<file path="src/rtl/pcpu_dp_pkg.sv">
// Shared datapath definitions for the PCPU operand-select pipeline stages.
// Holds the default data width, occupancy encoding and select-width helper.
package pcpu_dp_pkg;

    localparam int DEFAULT_WIDTH = 32;

    typedef enum logic [1:0] {
        OCC_EMPTY = 2'd0,
        OCC_ONE   = 2'd1,
        OCC_FULL  = 2'd2
    } occ_e;

    // A two-way select still needs one select bit, so clamp the width at 1.
    function automatic int sel_width(input int ways);
        return (ways <= 2) ? 1 : $clog2(ways);
    endfunction

endpackage

</file>
<file path="src/rtl/mux_pipe_stage_if.sv">
// Valid/ready handshake bundle for mux_pipe_stage: upstream entry side and
// downstream result side. The stage uses the slave view.
interface mux_pipe_stage_if
    import pcpu_dp_pkg::*;
#(
    parameter int WIDTH = DEFAULT_WIDTH,
    parameter int WAYS  = 3
);
    localparam int SEL_W = sel_width(WAYS);

    logic                    in_valid;
    logic                    in_ready;
    logic [SEL_W-1:0]        in_sel;
    logic [WAYS*WIDTH-1:0]   in_data;
    logic                    out_valid;
    logic                    out_ready;
    logic [WIDTH-1:0]        out_data;

    modport master (
        output in_valid, in_sel, in_data, out_ready,
        input  in_ready, out_valid, out_data
    );

    modport slave (
        input  in_valid, in_sel, in_data, out_ready,
        output in_ready, out_valid, out_data
    );

endinterface

</file>
<file path="src/rtl/mux_n_way.sv">
// Combinational WAYS-to-1 select of WIDTH-bit operands; a select beyond the
// last way yields zero and raises out_of_range.
module mux_n_way
    import pcpu_dp_pkg::*;
#(
    parameter int WIDTH = DEFAULT_WIDTH,
    parameter int WAYS  = 3
) (
    input  logic [sel_width(WAYS)-1:0] sel,
    input  logic [WAYS*WIDTH-1:0]      data,
    output logic [WIDTH-1:0]           y,
    output logic                       out_of_range
);
    localparam int SEL_W = sel_width(WAYS);

    always_comb begin
        y            = '0;
        out_of_range = 1'b1;
        for (int i = 0; i < WAYS; i++) begin
            if (sel == SEL_W'(i)) begin
                y            = data[i*WIDTH +: WIDTH];
                out_of_range = 1'b0;
            end
        end
    end

endmodule

</file>
<file path="src/rtl/mux_pipe_stage.sv">
// Registered N-way operand select with a 2-entry skid buffer, placed between
// ID and EX so forwarded operands honour stall and branch flush.
module mux_pipe_stage
    import pcpu_dp_pkg::*;
#(
    parameter int WIDTH = DEFAULT_WIDTH,
    parameter int WAYS  = 3
) (
    input  logic                 clk,
    input  logic                 rst_n,
    input  logic                 flush,
    input  logic                 err_clr,
    output logic [1:0]           occ,
    output logic                 sel_err,
    mux_pipe_stage_if.slave      bus
);
    logic             main_valid;
    logic [WIDTH-1:0] main_data;
    logic             skid_valid;
    logic [WIDTH-1:0] skid_data;
    logic             in_ready_q;
    logic             sel_err_q;

    logic [WIDTH-1:0] sel_data;
    logic             sel_oor;
    logic             accept;
    logic             fire;

    logic             main_valid_nxt;
    logic             skid_valid_nxt;
    logic             main_load;
    logic             main_from_skid;
    logic             skid_load;
    occ_e             occ_state;

    mux_n_way #(
        .WIDTH (WIDTH),
        .WAYS  (WAYS)
    ) u_mux (
        .sel          (bus.in_sel),
        .data         (bus.in_data),
        .y            (sel_data),
        .out_of_range (sel_oor)
    );

    assign accept = bus.in_valid && in_ready_q && !flush;
    assign fire   = main_valid && bus.out_ready;

    // The skid entry always predates anything offered now, so it refills main first.
    always_comb begin
        main_valid_nxt = main_valid;
        skid_valid_nxt = skid_valid;
        main_load      = 1'b0;
        main_from_skid = 1'b0;
        skid_load      = 1'b0;
        if (flush) begin
            main_valid_nxt = 1'b0;
            skid_valid_nxt = 1'b0;
        end else if (!main_valid || fire) begin
            if (skid_valid) begin
                main_valid_nxt = 1'b1;
                main_from_skid = 1'b1;
                skid_valid_nxt = 1'b0;
            end else if (accept) begin
                main_valid_nxt = 1'b1;
                main_load      = 1'b1;
            end else begin
                main_valid_nxt = 1'b0;
            end
        end else if (accept) begin
            skid_valid_nxt = 1'b1;
            skid_load      = 1'b1;
        end
    end

    always_ff @(posedge clk or negedge rst_n) begin
        if (!rst_n) begin
            main_valid <= 1'b0;
            main_data  <= '0;
            skid_valid <= 1'b0;
            skid_data  <= '0;
            in_ready_q <= 1'b1;
            sel_err_q  <= 1'b0;
        end else begin
            main_valid <= main_valid_nxt;
            skid_valid <= skid_valid_nxt;
            in_ready_q <= !skid_valid_nxt;
            if (main_from_skid) begin
                main_data <= skid_data;
            end else if (main_load) begin
                main_data <= sel_data;
            end
            if (skid_load) begin
                skid_data <= sel_data;
            end
            if (accept && sel_oor) begin
                sel_err_q <= 1'b1;
            end else if (err_clr) begin
                sel_err_q <= 1'b0;
            end
        end
    end

    always_comb begin
        occ_state = OCC_EMPTY;
        if (main_valid && skid_valid) begin
            occ_state = OCC_FULL;
        end else if (main_valid || skid_valid) begin
            occ_state = OCC_ONE;
        end
    end

    assign occ           = occ_state;
    assign sel_err       = sel_err_q;
    assign bus.in_ready  = in_ready_q;
    assign bus.out_valid = main_valid;
    assign bus.out_data  = main_data;

endmodule

</file>
<file path="src/flat_wrapper.sv">
// flat-port wrapper written by rule: the top's interface ports become plain ports
module mux_pipe_stage_flat import pcpu_dp_pkg::*;
#(
    parameter int WIDTH = DEFAULT_WIDTH,
    parameter int WAYS  = 3
)
  (clk, rst_n, flush, err_clr, occ, sel_err, bus_in_valid, bus_in_sel, bus_in_data, bus_out_ready, bus_in_ready, bus_out_valid, bus_out_data);
  mux_pipe_stage_if #(.WIDTH(WIDTH), .WAYS(WAYS)) bus_i ();
  input  logic clk;
  input  logic rst_n;
  input  logic flush;
  input  logic err_clr;
  output logic [1:0] occ;
  output logic sel_err;
  input wire logic [$bits(bus_i.in_valid)-1:0] bus_in_valid;
  input wire logic [$bits(bus_i.in_sel)-1:0] bus_in_sel;
  input wire logic [$bits(bus_i.in_data)-1:0] bus_in_data;
  input wire logic [$bits(bus_i.out_ready)-1:0] bus_out_ready;
  output wire logic [$bits(bus_i.in_ready)-1:0] bus_in_ready;
  output wire logic [$bits(bus_i.out_valid)-1:0] bus_out_valid;
  output wire logic [$bits(bus_i.out_data)-1:0] bus_out_data;
  assign bus_i.in_valid = bus_in_valid;
  assign bus_i.in_sel = bus_in_sel;
  assign bus_i.in_data = bus_in_data;
  assign bus_i.out_ready = bus_out_ready;
  assign bus_in_ready = bus_i.in_ready;
  assign bus_out_valid = bus_i.out_valid;
  assign bus_out_data = bus_i.out_data;
  mux_pipe_stage #(.WIDTH(WIDTH), .WAYS(WAYS)) u_core (.clk(clk), .rst_n(rst_n), .flush(flush), .err_clr(err_clr), .occ(occ), .sel_err(sel_err), .bus(bus_i));
endmodule
</file>
<file path="config.mk">
export PLATFORM = sky130hd
export DESIGN_NAME = mux_pipe_stage_flat
export DESIGN_NICKNAME = d
export VERILOG_FILES = /design/src/rtl/pcpu_dp_pkg.sv /design/src/rtl/mux_pipe_stage_if.sv /design/src/rtl/mux_n_way.sv /design/src/rtl/mux_pipe_stage.sv /design/src/flat_wrapper.sv
export SDC_FILE = /design/constraint.sdc
export NUM_CORES = 1
export LEC_CHECK = 0
export CAP_MARGIN = 5
export CORE_MARGIN = 4
export CORE_UTILIZATION = 40
export CTS_CLUSTER_DIAMETER = 30
export CTS_CLUSTER_SIZE = 8
export DETAILED_ROUTE_END_ITERATION = 10
export PLACE_DENSITY_LB_ADDON = 0.1
export SLEW_MARGIN = 40
export SYNTH_ARGS = -nofsm -noshare
export SYNTH_HDL_FRONTEND = slang
export SYNTH_HIERARCHICAL = 1
export SYNTH_SLANG_ARGS = --single-unit
</file>
<file path="constraint.sdc">
create_clock -name clk -period 1.64 [get_ports clk]
set_input_delay 0.328 -clock clk [delete_from_list [all_inputs] [get_ports clk]]
set_output_delay 0.328 -clock clk [all_outputs]
set_load 0.03 [all_outputs]
</file>
### Yosys cells after proc, flatten, opt, wreduce, memory -nomap -nowiden

Cells that the tools add are included.

| word-level totals | value |
|---|---|
| bits in registers | 68 |
| input bits | 104 |

| operators by class | value |
|---|---|
| equal/unequal tests | 2 |
| mux-type cells | 27 |
| reduce and logical (&&, ||, !) cells | 14 |

Operators by type and width:

| kind | count |
|---|---|
| two-way mux 32 bit | 5 |
| two-way mux 1 bit | 21 |
| nonzero test 2 bit | 3 |
| logical AND 1 bit | 5 |
| logical NOT 1 bit | 3 |
| equality test 2 x 1 -> 1 bit (second input constant) | 1 |
| equality test 2 bit (second input constant) | 1 |
| logical NOT 2 bit | 1 |
| logical OR 1 bit | 2 |
| two-way mux 2 bit | 1 |

### Logic depth before layout (Yosys ltp)

Gate-level depths: netlist of run 1.

| depth | value |
|---|---|
| word-level depth | 8 |
| depth in mapped cells | 7 |
| mapped depth without buffers | 4 |

### Hierarchy

The synthesis of run 1 kept the hierarchy.

By module, submodules not included:

| module | instances | cells each | area each (um2) | seq. area each (um2) |
|---|---|---|---|---|
| mux_pipe_stage | 1 | 186 | 2951.6 | 1702.9 |
| mux_n_way | 1 | 78 | 947.2 | 0.0 |

### Worst setup path before layout of run 1

Ideal clock, no wire load.

| timing path | value |
|---|---|
| path kind | reg2reg |
| from | reg u_core.in_ready_q (netlist: u_core/bus.in_ready) |
| to | reg u_core.skid_data[10] |
| library setup time | 0.125 ns |
| arrival | 1.551 ns |
| required time | 1.515 ns |
| slack | -0.036 ns |
| cell stages (with the launch flop) | 5 |
| buffers on the path | 1 |
| period minus slack after synthesis | 1.676 ns |
| cell sequence | dfstp_2 > nand2_1 > nor3_2 > buf_4 > mux2_2 |

| between the ends | value |
|---|---|
| word-level cells in the longest chain between the ends | 5 |

Ends and longest elaborated chain:

| element | line | RTL |
|---|---|---|
| start: declaration | mux_pipe_stage.sv:21 | `logic in_ready_q;` |
| start signal: assignment | mux_pipe_stage.sv:87 | `in_ready_q <= !skid_valid_nxt;` |
| logical AND 1 bit (2 in series) | mux_pipe_stage.sv:46 | `assign accept = bus.in_valid && in_ready_q && !flush;` |
| two-way mux 1 bit | mux_pipe_stage.sv:70 | `end else if (accept) begin` |
| two-way mux 1 bit | mux_pipe_stage.sv:59 | `end else if (!main_valid \|\| fire) begin` |
| two-way mux 1 bit | mux_pipe_stage.sv:56 | `if (flush) begin` |
| end signal: assignment | mux_pipe_stage.sv:94 | `skid_data <= sel_data;` |
| end: declaration | mux_pipe_stage.sv:20 | `logic [WIDTH-1:0] skid_data;` |

Every way passes these cells.
A chain may end at the register's enable or synchronous reset.

### Worst setup path after layout of run 1

| timing path | value |
|---|---|
| from | reg u_core.in_ready_q (netlist: u_core/bus.in_ready) |
| to | reg u_core.main_data[27] (netlist: u_core/bus.out_data[27]) |

| between the ends | value |
|---|---|
| word-level cells in the longest chain between the ends | 7 |

Ends and longest elaborated chain:

| element | line | RTL |
|---|---|---|
| logical AND 1 bit (2 in series) | mux_pipe_stage.sv:46 |  |
| two-way mux 1 bit | mux_pipe_stage.sv:64 | `end else if (accept) begin` |
| two-way mux 1 bit | mux_pipe_stage.sv:60 | `if (skid_valid) begin` |
| two-way mux 1 bit | mux_pipe_stage.sv:59 |  |
| two-way mux 1 bit | mux_pipe_stage.sv:56 |  |
| nonzero test 2 bit (no source line) | -- |  |
| end signal: assignment | mux_pipe_stage.sv:89 | `main_data <= skid_data;` |
| end signal: assignment | mux_pipe_stage.sv:91 | `main_data <= sel_data;` |
| end: declaration | mux_pipe_stage.sv:18 | `logic [WIDTH-1:0] main_data;` |

Every way passes these cells.

==> summary.md, run 1 <==
| Metric | Value |
|---|---|
| Cell Chain, Critical Path | a21oi_2 -> nor3b_4 -> buf_12 -> mux2_2 |
| TritonCTS clock tree | yes |
| Synthesized area | 3900 um^2 |
| Largest net degree at the start of global routing | 37 |
| H-tree levels | 3 |
| FF-to-FF setup slack | 0.02 ns |
| Worst setup margin | 0.0191 ns |
| Drc violations | 0 |
| Top FF cell, synth | dfrtp_1 |
| Die H | 107 um |
| Syn Nets | 369 |
| Vias in the first global route | 2909 |
| DR iter-0 viols | 47 |
| LEAKAGE | 2.57 nW |
| Overflow after GRT | 0 |
| Worst-skew pair later-pin latency | 0.34 ns |
| Routability Congestion | 0.709 |
| Hold crit path type | in2async |
| Final Util | 61.9% |
| Cells after synthesis | 264 |
| Synth async-reset ratio | 100% |
| Slew Limit Fails | 0 |
| Crit path largest cell delay | 0.57 ns |
| I/O pins | 141 |
| DP Cell Count | 533 |
| Synthesis Warnings | 6 |
| Layout cell share with drive strength beyond 1 | 41.7% |
| RSZ-0062 raised after global routing | yes |
| Antenna viol nets, final | 0 |
| Initial DRT Pass Iterations | 4 |
| Nature of the critical path endpoint | flop |
| Worst-Margin Slew | 0.350 ns |
| Starting density of the core | 41.6% |
| Worst Path Required | 1.86 ns |
| Core Footprint | 9370 um^2 |
| Max Fclk | 617 MHz |
| Final Cell Area | 5800 um^2 |
| Most common cell in the netlist | mux2_2 |
| CP max stage cell | dfstp_2 |
| CTS root buffer | clkbuf_8 |
| Number of cells on the worst reg-to-reg path | 4 |
| Worst slew margin | 76.8% |
| First-pass GRT wire length | 15100 um |
| Filler cell count | 831 |
| Post-DP HPWL | 7110 um |
| # clock sinks | 68 |
| Area grow syn2layout | 48.8% |
| Global Route Usage Sum | 17.1% |
| Diodes inserted | 0 |
| Placed cell areas | 5510 um^2 |
| R2r startpoint | u_core/bus.in_ready |
| Worst-path clk slew | 0.07 ns |
| Top-area cell type share of the netlist area | 43.0% |
| Final Setup Violations | 0 |
| Via Count | 2767 |
| Distinct cells, synth | 23 |
| Synth top area cells | dfrtp_1 (43%), mux2_2 (26%), o2bb2ai_2 (12%) |
| Outcome | finished, final reports clean |
| Mean post-synth cell area | 14.8 um^2 |
| Final Skew | 0.00775 ns |
| DRT Wirelength | 9680 um |
| # nets final | 528 |
| Cell taking the most area after synthesis | dfrtp_1 |
| Via-per-instance ratio | 4.98 |
| Min Tclk post-route | 1.62 ns |
| Worst reg2reg endpoint | u_core/bus.out_data[27] |
| I/O Buffers | 140 |
| Final cell count without fillers | 556 |
| TritonCTS Buffers | 9 |
| Pre-CTS setup slack | -0.373 ns |
| Wire per inst | 17.4 um |
| Crit path DAT | 1.84 ns |
| Post-synthesis sequential area ratio | 43.7% |
| CP Class | reg2reg |
| Rows | 35 |
| Initial antenna violation count | 1 |
| Most common library cells after synthesis | mux2_2 (90), dfrtp_1 (67), mux2i_1 (32) |
| Die area | 11400 um^2 |
| CP startpoint kind | flop |
| Max clock buf depth | 2 |
| Die Width | 107 um |
| Crit Path Max Fanout | 17 |
| Synthesized flop and latch total | 68 |
| Max-capacitance violation count | 0 |
| Max VDD drop | 0.465 mV |
| Tcrit/Tclk final | 98.8% |
| PD cells | 886 nW/um^2 |
| Final total power | 5.14 mW |
| Number of synthesized flops with an enable pin | 0 |
| Final hold vios | 0 |
-- worst max path at each step --
stage,startpoint,to,cells after the start
2_1_floorplan,u_core/bus.in_ready,u_core/bus.out_data[0],4
3_5_place_dp,bus_out_ready,u_core/bus.out_data[27],5
4_1_cts,u_core/bus.in_ready,bus_in_ready,1
5_1_grt,u_core/bus.in_ready,u_core/bus.out_data[27],4
6_report,u_core/bus.in_ready,u_core/bus.out_data[27],4
3_3_place_gp,bus_out_ready,u_core/bus.out_data[5],5
-- placed cells by master (no fill, tap or decap), types with 2 or more instances in the layout --
| master | n |
|---|---|
| buf_12 | 10 |
| mux2_2 | 90 |
| clkinv_2 | 2 |
| dlygate4sd2_1 | 34 |
| buf_4 | 16 |
| buf_2 | 2 |
| inv_1 | 3 |
| mux2_1 | 6 |
| clkdlybuf4s50_1 | 99 |
| mux2i_1 | 32 |
| o2bb2ai_2 | 30 |
| buf_6 | 3 |
| clkinvlp_4 | 2 |
| dfrtp_1 | 67 |
| o2bb2ai_1 | 2 |
| clkbuf_16 | 2 |
| clkbuf_8 | 11 |
-- through the flow --
| step | hold slack [ns] | setup TNS [ns] |
|---|---|---|
| after floorplan | 0.0324 | -0.352 |
| after global placement | 0.211 | -19.21 |
| after detailed placement | 0.210 | -20.48 |
| after CTS | 0.398 | -0.206 |
| after global routing | 0.427 | -0.313 |
| final | 0.408 | 0 |
-- area by class of cell --
cell class / instances / area, um^2 / share of cell area [%]
Clock buffer: 11 / 151 / 2.61
Clock inverter: 4 / 25.0 / 0.431
Inverter: 3 / 11.3 / 0.194
Multi-Input combinational cell: 171 / 1990 / 34.3
Sequential cell: 68 / 1700 / 29.3
Tap cell: 129 / 161 / 2.78
Timing Repair Buffer: 170 / 1760 / 30.3
-- state kept, by name, indices dropped and copies added (netlist names) --
register,count
u_core/skid_valid,1
u_core/bus.in_ready,1
u_core/skid_data,32
u_core/bus.out_valid,1
u_core/sel_err,1
u_core/bus.out_data,32
-- power breakdown --
part           leakage, nW  total (mW)  internal (mW)  switching, mW
Combinational         1.62        1.69          0.885          0.809
Clock               0.0872        1.22          0.617          0.601
Sequential           0.860        2.23           2.05          0.182
Total                 2.57        5.14           3.55           1.59
-- worst max-delay path: cells and delay by family, from the launching register on --
kind | cells | cell delay (ns)
AOI/OAI and AO/OA | 1 | 0.08
DFF | 1 | 0.57
buffers and inverters | 1 | 0.20
and+or+nand+nor | 1 | 0.29
muxes | 1 | 0.35
-- kinds of logic after synthesis --
| kind of cell | synth area share (%) |
|---|---|
| AOI/OAI and AO/OA | 12.6 |
| adders and majority gates | 0.321 |
| buffers and inverters | 5.81 |
| DFF | 43.7 |
| muxes | 35.9 |
| and+or+nand+nor | 1.67 |
-- layer usage --
metal / GRT usage [%] / up-vias / share of wire (%)
li1: - / 1303 / -
met1: 21.3 / 1355 / 43
met2: 28.2 / 94 / 48
met3: 5.30 / 13 / 7.9
met4: 5.75 / 2 / 1.2
met5: 0 / - / 0.13
-- timing repair --
| item | CTS | global route |
|---|---|---|
| endpoints found under the hold margin | 15 | 0 |
| resized for setup | 43 | 5 |
| setup endpoints to repair | 69 | 44 |
| hold buffers | 1 | 0 |
| pin swaps | 0 | 1 |
| cloned | 1 | 2 |
| buffers inserted | 4 | 0 |
(Power assumes the default switching activity.)
==> run 2: changes to the inputs <==
--- a/config.mk
+++ b/config.mk
@@ -5,6 +5,7 @@
 export SDC_FILE = /design/constraint.sdc
 export NUM_CORES = 1
 export LEC_CHECK = 0
+export ABC_CLOCK_PERIOD_IN_PS = 1640
 export CAP_MARGIN = 5
 export CORE_MARGIN = 4
 export CORE_UTILIZATION = 40
==> results of run 2 <==
The final DEF is identical to that of run 1; final timing and power are the same.
==> run 3: changes to the inputs <==
--- a/config.mk
+++ b/config.mk
@@ -7,7 +7,7 @@
 export LEC_CHECK = 0
 export ABC_CLOCK_PERIOD_IN_PS = 1640
 export CAP_MARGIN = 5
-export CORE_MARGIN = 4
+export CORE_MARGIN = 8
 export CORE_UTILIZATION = 40
 export CTS_CLUSTER_DIAMETER = 30
 export CTS_CLUSTER_SIZE = 8
==> run 3 against run 2 <==
First-iteration DRC count down 2.1%. Cell count up 1.3%. Count of clock-buffer cells in the layout up 1. Sequential cell count unchanged. Critical endpoint is now u_core/bus.out_data[1].
==> summary.md, run 3 (synthesized netlist as in run 1, its figures left out) <==
| Metric | Value |
|---|---|
| Outcome | finished, final reports clean |
| Antenna viol nets, final | 0 |
| Diodes inserted | 0 |
| CP bufs+invs | 2 |
| Crit path largest cell delay | 0.58 ns |
| Most common cell after layout, fill and taps aside | clkdlybuf4s50_1 |
| Routability Congestion | 0.748 |
| Post-Route M1 WL | 4630 um |
| Layout cell share with drive strength beyond 1 | 42.6% |
| Commonest cells after routing, fill and taps aside | clkdlybuf4s50_1 (100), mux2_2 (90), dfrtp_1 (66) |
| Final Skew | 0.00930 ns |
| Die H | 115 um |
| Crit path max-delay family | flip-flops |
| Initial antenna violation count | 0 |
| PD cells | 957 nW/um^2 |
| CP max stage cell | dfstp_2 |
| Worst-skew pair later-pin latency | 0.33 ns |
| Final Cell Area | 5900 um^2 |
| DP Cell Count | 535 |
| # clock sinks | 68 |
| Drc violations | 0 |
| Met2 WL | 5020 um |
| Worst Path Required | 1.86 ns |
| First-pass GRT wire length | 15800 um |
| CTS root buffer | clkbuf_8 |
| RSZ-0062 raised after global routing | yes |
| Setup tns final | 0 ns |
| Post-DP HPWL | 7210 um |
| CP startpoint kind | flop |
| Max clock buf depth | 2 |
| Worst reg2reg endpoint | u_core/bus.out_data[1] |
| Final hold vios | 0 |
| Final Setup Violations | 0 |
| Slew Limit Fails | 0 |
| Die Width | 115 um |
| I/O Buffers | 140 |
| Global Route Usage Sum | 15.4% |
| Met3 WL | 806 um |
| Worst-Margin Slew | 0.374 ns |
| CP Class | reg2reg |
| DRT Wirelength | 10500 um |
| Initial DRT Pass Iterations | 4 |
| Crit Path Max Fanout | 16 |
| TritonCTS Buffers | 9 |
| TritonCTS clock tree | yes |
| R2r startpoint | u_core/bus.in_ready |
| Rows | 36 |
| Uppermost layer routed | met4 |
| Placed cell areas | 5490 um^2 |
| Nature of the critical path endpoint | flop |
| Area grow syn2layout | 51.4% |
| Tcrit/Tclk final | 98.8% |
| # nets final | 530 |
| Final Util | 61.2% |
| Min Tclk post-route | 1.62 ns |
| Overflow after GRT | 0 |
| Via Count | 2754 |
| Die area | 13200 um^2 |
| Max VDD drop | 0.501 mV |
| DR iter-0 viols | 46 |
| Wire per inst | 18.7 um |
| Hold crit path type | in2async |
| FF-to-FF setup slack | 0.02 ns |
| Vias in the first global route | 3071 |
| Number of cells on the worst reg-to-reg path | 5 |
| Worst slew margin | 75.1% |
| Crit path DAT | 1.84 ns |
| Max Fclk | 617 MHz |
| Final cell count without fillers | 563 |
| Largest net degree at the start of global routing | 69 |
| Core Footprint | 9640 um^2 |
| H-tree levels | 3 |
| Starting density of the core | 40.4% |
| Max-capacitance violation count | 0 |
| I/O pins | 141 |
| Worst-path clk slew | 0.07 ns |
| Cell Chain, Critical Path | a21oi_4 -> nor3b_4 -> buf_6 -> buf_12 -> mux2_2 |
| Via-per-instance ratio | 4.89 |
| LEAKAGE | 2.62 nW |
| Hold Buf Count CTS | 0 |
==> run 3: cell count changes in the layout (fill, tap and decap cells not counted), moves of 2 or more <==
cell        before  now
bufinv_16        0    3
buf_12          10    8
buf_6            3    5
clkinvlp_4       2    0
mux2_1           6    4
mux2_4           0    2
==> run 3: metal layers <==
metal  track usage, %  up-vias
li1                 -     1304
met1             18.6     1357
met2             25.6       91
met3             5.01        2
met4             4.73        0
met5                0        -
==> run 3: worst reg2reg max path, stage by stage (launching register included) <==
cell and delay [ns]:
dfstp_2 0.58, a21oi_4 0.08, nor3b_4 0.18, buf_6 0.15, buf_12 0.16, mux2_2 0.36
==> run 3: area by class of cell <==
type                       instances  area (um^2)
clock buffer                      12          155
clock inverter                     4         95.1
fill                             826         3740
inverter                           3         11.3
multi-input combinational        171         2010
sequential                        68         1700
tap                              133          166
timing repair buffer             172         1760
==> run 3: stage by stage <==
| step | total power, mW | hold WS [ns] | setup slack (ns) |
|---|---|---|---|
| floorplan | 3.24 | 0.0324 | -0.00898 |
| global placement | 4.02 | 0.378 | -0.331 |
| detailed placement | 4.07 | 0.383 | -0.359 |
| CTS | 5.67 | 0.0137 | 0.000758 |
| global route | 5.94 | 0.0184 | -0.0385 |
| finish | 5.65 | 0.00371 | 0.0203 |
==> run 3: report_power, final <==
part / switching [mW] / total (mW) / internal (mW)
combinational: 0.821 / 1.72 / 0.895
clock: 0.615 / 1.71 / 1.09
sequential: 0.179 / 2.23 / 2.05
total: 1.62 / 5.65 / 4.04
==> run 3: worst max-delay path by stage <==
stage | cells past startpoint | slack (ns) | startpoint | to
2_1_floorplan | 4 | -0.009 | u_core/bus.in_ready | u_core/bus.out_data[0]
3_3_place_gp | 5 | -0.33 | bus_out_ready | u_core/bus.out_data[23]
3_5_place_dp | 5 | -0.36 | bus_out_ready | u_core/bus.out_data[24]
4_1_cts | 3 | 0.0008 | u_core/skid_valid | occ[0]
5_1_grt | 5 | -0.04 | u_core/bus.in_ready | u_core/skid_data[27]
6_report | 5 | 0.02 | u_core/bus.in_ready | u_core/bus.out_data[1]
==> run 3: repair_timing <==
action                     in CTS  in global routing
cloned                          1                  4
setup buffers                   3                  4
setup endpoints to repair      52                 59
resized for setup              39                 10
pin swaps                       0                  1
